$ cat src/rtl/fetch_pkg.sv
// fetch_pkg: shared constants and types for the instruction fetch stage
package fetch_pkg;
  localparam logic [31:0] FETCH_NOP = 32'hE1A0_0000;
  typedef enum logic {RUN, DRAIN} fetch_state_t;
  typedef struct packed {
    logic [31:0] instr;
    logic [31:0] pc;
  } fetch_entry_t;
endpackage

$ cat src/rtl/fetch_fifo.sv
// fetch_fifo: prefetch buffer of fetched {instr, pc} entries with synchronous flush
module fetch_fifo
  import fetch_pkg::*;
#(
  parameter int DEPTH = 4
) (
  input  logic                     clk,
  input  logic                     reset,
  input  logic                     flush,
  input  logic                     push,
  input  fetch_entry_t             push_data,
  input  logic                     pop,
  output logic [$clog2(DEPTH):0]   count,
  output fetch_entry_t             head
);
  localparam int AW = $clog2(DEPTH);
  fetch_entry_t mem [DEPTH];
  logic [AW-1:0] wr_q, rd_q;
  logic [AW:0] cnt_q;
  always_ff @(posedge clk or negedge reset)
    if (!reset) begin
      wr_q  <= '0;
      rd_q  <= '0;
      cnt_q <= '0;
    end else if (flush) begin
      wr_q  <= '0;
      rd_q  <= '0;
      cnt_q <= '0;
    end else begin
      wr_q  <= wr_q + AW'(push);
      rd_q  <= rd_q + AW'(pop);
      cnt_q <= cnt_q + (AW+1)'(push) - (AW+1)'(pop);
    end
  always_ff @(posedge clk)
    if (push && !flush) mem[wr_q] <= push_data;
  assign count = cnt_q;
  assign head  = mem[rd_q];
endmodule

$ cat src/rtl/fetch_unit.sv
// fetch_unit: fetch PC, in-order imem reads, prefetch FIFO and redirect/drain handling
// Define FETCH_PERF_EN to add the perf_fetched/perf_flushes saturating counters.
module fetch_unit
  import fetch_pkg::*;
#(
  parameter logic [31:0] RESET_PC = 32'h0000_0000,
  parameter int          DEPTH    = 4
) (
  input  logic        clk,
  input  logic        reset,
  output logic        imem_req,
  output logic [31:0] imem_addr,
  input  logic        imem_gnt,
  input  logic        imem_rvalid,
  input  logic [31:0] imem_rdata,
  input  logic        redirect,
  input  logic [31:0] redirect_pc,
  input  logic        instr_ready,
  output logic        instr_valid,
  output logic [31:0] instr,
  output logic [31:0] instr_pc,
  output logic [31:0] pc_plus8
`ifdef FETCH_PERF_EN
  ,
  output logic [31:0] perf_fetched,
  output logic [15:0] perf_flushes
`endif
);
  localparam int CW = $clog2(DEPTH) + 1;
  fetch_state_t state_q, state_d;
  logic [31:0] fetch_pc_q, fetch_pc_d, resp_pc_q, resp_pc_d, target;
  logic [CW-1:0] out_q, out_d, count;
  fetch_entry_t head;
  logic issue, rsp, push, pop;
  fetch_fifo #(.DEPTH(DEPTH)) u_fifo (
    .clk       (clk),
    .reset     (reset),
    .flush     (redirect),
    .push      (push),
    .push_data ('{instr: imem_rdata, pc: resp_pc_q}),
    .pop       (pop),
    .count     (count),
    .head      (head)
  );
  // Outstanding plus buffered never exceeds DEPTH, so every response has a FIFO slot.
  always_comb begin
    target     = {redirect_pc[31:2], 2'b00};
    imem_req   = reset && state_q == RUN && (out_q + count) < CW'(DEPTH) && !redirect;
    issue      = imem_req && imem_gnt;
    rsp        = imem_rvalid && out_q != '0;
    push       = rsp && state_q == RUN && !redirect;
    pop        = instr_valid && instr_ready && !redirect;
    out_d      = out_q + CW'(issue) - CW'(rsp);
    fetch_pc_d = redirect ? target : issue ? fetch_pc_q + 32'd4 : fetch_pc_q;
    resp_pc_d  = redirect ? target : push ? resp_pc_q + 32'd4 : resp_pc_q;
    state_d    = (redirect || state_q == DRAIN) ? (out_d != '0 ? DRAIN : RUN) : RUN;
  end
  always_ff @(posedge clk or negedge reset)
    if (!reset) begin
      state_q    <= RUN;
      fetch_pc_q <= RESET_PC;
      resp_pc_q  <= RESET_PC;
      out_q      <= '0;
    end else begin
      state_q    <= state_d;
      fetch_pc_q <= fetch_pc_d;
      resp_pc_q  <= resp_pc_d;
      out_q      <= out_d;
    end
  assign imem_addr   = fetch_pc_q;
  assign instr_valid = count != '0;
  assign instr       = instr_valid ? head.instr : FETCH_NOP;
  assign instr_pc    = instr_valid ? head.pc : 32'h0;
  assign pc_plus8    = instr_pc + 32'd8;
`ifdef FETCH_PERF_EN
  logic [31:0] fetched_q;
  logic [15:0] flushes_q;
  always_ff @(posedge clk or negedge reset)
    if (!reset) begin
      fetched_q <= '0;
      flushes_q <= '0;
    end else begin
      if (pop && fetched_q != '1) fetched_q <= fetched_q + 32'd1;
      if (redirect && flushes_q != '1) flushes_q <= flushes_q + 16'd1;
    end
  assign perf_fetched = fetched_q;
  assign perf_flushes = flushes_q;
`endif
  rvalid_has_outstanding: assert property (@(posedge clk) disable iff (!reset) imem_rvalid |-> out_q != '0);
endmodule
$ cat config.mk
export PLATFORM = sky130hd
export DESIGN_NAME = fetch_unit
export DESIGN_NICKNAME = d
export VERILOG_FILES = /design/src/rtl/fetch_pkg.sv /design/src/rtl/fetch_fifo.sv /design/src/rtl/fetch_unit.sv
export SDC_FILE = /design/constraint.sdc
export NUM_CORES = 1
export LEC_CHECK = 0
export CORE_MARGIN = 4
export CORE_UTILIZATION = 39
export DETAILED_ROUTE_END_ITERATION = 12
export SLEW_MARGIN = 5
export SYNTH_ARGS = -nofsm -noshare
export SYNTH_HDL_FRONTEND = slang
export SYNTH_SLANG_ARGS = --single-unit
$ cat constraint.sdc
create_clock -name clk -period 8.7 [get_ports clk]
set_input_delay 1.305 -clock clk [delete_from_list [all_inputs] [get_ports clk]]
set_output_delay 1.305 -clock clk [all_outputs]
set_load 0.01 [all_outputs]
==> impl_metrics.py <==
metrics = {
    "detailed_routing": {
        "wl_per_cell_microns": 20.2,
        "final_antenna_net_count": 0,
        "drc_errors": 0,
        "wl_mm": 32.7,
        "drtPass1Iterations": 4,
        "via_per_inst": 5.29,
        "drt_iter0_markers": 460,
        "dr_total_vias": 8556,
    },
    "sta": {
        "slew_headroom": 0.327,
        "fmax_mhz": 163,
        "maxSlewViolCount": 0,
        "min_period_ps": 6130,
        "grt_setup_unrepaired": "no",
        "finalSetupViolCount": 0,
        "clock_skew_ps": 14.3,
        "setup_slack_ps": 2570,
        "hold_viol_final": 0,
        "tightestPinTransition_ps": 1010,
        "tns_ps": 0,
        "min_period_over_period": 0.705,
    },
    "clock_tree": {
        "cts_tree": "done",
        "numCtsBuffers": 36,
        "root_buffer": "clkbuf_16",
        "cts_hold_buf": 0,
        "clk_latency_ps": 500,
        "ctsLongestPathBuffers": 3,
        "cts_sinks": 319,
        "cts_resized": 0,
        "htree_levels": 2,
        "clkSlewWorstSetupHoldPaths_ps": 60,
        "post-cts-setup-buffers": 0,
    },
    "setup_path": {
        "path_class": "register to output port",
        "cp_max_fo": 46,
        "slowest_delay_ps": 820,
        "worstPathCellList": "buf_4 -> mux4_2 -> nand3_2 -> or3_1 -> nor4_1 -> nand3_1 -> xnor2_1 -> clkdlybuf4s50_1",
        "crit_path_start_kind": "register",
        "cp.arrival_ps": 4830,
        "cp_num_buf_inv": 2,
        "crit_family": "simple AND/OR/NAND/NOR gates",
        "slowest_stage": "nor4_1",
        "endpoint_kind": "output port",
        "worst_ep_required_time_ps": 7390,
    },
    "global_route": {
        "gr-total-overflow": 0,
        "grt_usage": 0.165,
        "grt_pass1_vias": 8776,
        "antenna_found_initial": 0,
        "grt_max_degree": 63,
        "grt_pass1_wl_mm": 50.8,
    },
    "pwr": {
        "p_int_mw": 3.19,
        "pwr-share-seq": 0.414,
        "pwr-share-clk": 0.326,
        "p_per_area_mw_per_mm2": 249,
        "power.leakage_nw": 6.04,
        "switching_power_mw": 1.22,
        "combPwrFrac": 0.259,
        "p_sw_frac": 0.276,
        "ir_drop_uv": 122,
    },
    "layout": {
        "regArea_sq_mm": 0.00923,
        "multiInputGateArea_sq_mm": 0.00465,
        "antenna_cells": 0,
        "area_growth_pct": 24.7,
        "layout.cells.non_filler": 1618,
        "nFillCells": 3056,
        "nets": 1217,
        "drive_above_1_share": 0.124,
    },
    "floorplanning": {
        "fp-row-count": 69,
        "die_h_microns": 199,
        "die-width_microns": 199,
        "start_util": 0.397,
        "core_area_sq_mm": 0.0357,
        "die-area_sq_mm": 0.0395,
        "ios": 200,
    },
    "synthesis": {
        "synth_area_sq_mm": 0.0142,
        "ys.flop_type": "edfxtp_1",
        "ys_seq_area_frac": 0.650,
        "ys_async_sr_fraction": 0.223,
        "synth_edf_count": 248,
        "ys_ff_latch": 319,
        "ys_top_cells_by_count": "edfxtp_1 (248), dfrtp_1 (71), nand2_1 (70)",
        "synth_top_area_share": 0.525,
        "synth.distinct_cells": 57,
        "yosys.cell_count.top_type": "edfxtp_1",
        "avgSynthCellArea_sq_um": 15.1,
        "syn_inst": 939,
        "synth.largest_area_cell": "edfxtp_1",
        "yosysWarnings": 0,
        "synthTopCellsByArea": "edfxtp_1 (52%), dfrtp_1 (13%), mux4_2 (6.8%)",
    },
    "placed_design": {
        "gp_congestion": 0.812,
        "port_buffers": 191,
        "placed_cells": 1558,
        "pre_cts_ws_ps": 2970,
        "dp_hpwl_mm": 21.4,
    },
    "run": {
        "cap_violations": 0,
    },
    "run_status": {
        "outcome": "complete, no violations",
    },
    "hold_path": {
        "worstHoldPathType": "register to register",
    },
}
## per-layer routing
layer  part of all wire  track usage  vias to the layer above
met4              0.022       0.0431                        0
met3              0.059       0.0278                       50
li1                   -            -                     3960
met1               0.48        0.249                     4277
met5                  0            0                        -
met2               0.44        0.250                      269
## area by class of cell
cell class	instances	area share
Sequential cell	319	0.522
Clock buffer	42	0.0534
Tap cell	461	0.0326
Timing Repair Buffer	203	0.113
Clock inverter	18	0.0103
Inverter	28	0.00594
Multi-Input combinational cell	547	0.263
## path summary, 6_finish.rpt
path                                 start                 to  slack [ps]  depth (start not counted)
hold reg to reg              resp_pc_q[14]  u_fifo.mem[0][14]         560                          0
hold / removal               resp_pc_q[14]  u_fifo.mem[0][14]         560                          0
min in group asynchronous            reset      imem_addr[25]         800                          1
setup reg to reg           u_fifo.count[1]            state_q        4380                         13
max in group asynchronous            reset     u_fifo.rd_q[0]        6770                          2
setup / recovery            u_fifo.rd_q[0]       pc_plus8[29]        2570                          8
## sequential cells by signal (all words and copies together) (netlist names)
register,flops
u_fifo.count,3
resp_pc_q,30
imem_addr,30
out_q,3
u_fifo.rd_q,2
state_q,1
u_fifo.mem,248
u_fifo.wr_q,2
## power groups by stage
stage	clock network (mW)	registers, mW	logic, mW
2_1_floorplan	0	1.82	0.594
3_3_place_gp	0	1.85	1.16
3_5_place_dp	0	1.86	1.16
4_1_cts	1.48	1.83	1.17
5_1_grt	1.55	1.84	1.24
6_report	1.44	1.83	1.14
## metrics by stage
stage	hold slack [ps]	instance area (sq um)	utilization	total power [mW]
floorplan	495	14200	-	2.42
global placement	522	16600	0.463	3.01
detailed placement	538	16600	0.463	3.02
CTS	552	17700	0.495	4.47
global route	581	17700	0.495	4.63
finish	564	17700	0.495	4.41
## kinds of logic (layout without fill, tap and decap cells)
| group | count (synthesis) | after routing | synth area share |
|---|---|---|---|
| simple gates | 294 | 294 | 0.110 |
| other cells | 1 | 6 | 0.000264 |
| xor+xnor | 73 | 73 | 0.0451 |
| compound gates | 74 | 74 | 0.0326 |
| flops | 319 | 319 | 0.650 |
| mux | 88 | 88 | 0.125 |
| buf+inv | 78 | 291 | 0.0255 |
| fa+ha+maj | 12 | 12 | 0.0116 |
## placed cells by master (no fill, tap or decap), types with 12 or more instances in the layout
cell type        count
and2_1              51
and3_1              17
buf_4               12
clkbuf_16           37
clkdlybuf4s50_1    190
dfrtp_1             69
edfxtp_1           248
inv_1               25
mux2_2              18
mux4_1              20
mux4_2              43
nand2_1             70
nand3_1             29
nand4_1             21
nor2_1              36
nor3_1              23
o21ai_0             34
xnor2_1             44
xor2_1              29
Note: power is estimated with default switching activity, not from simulation.
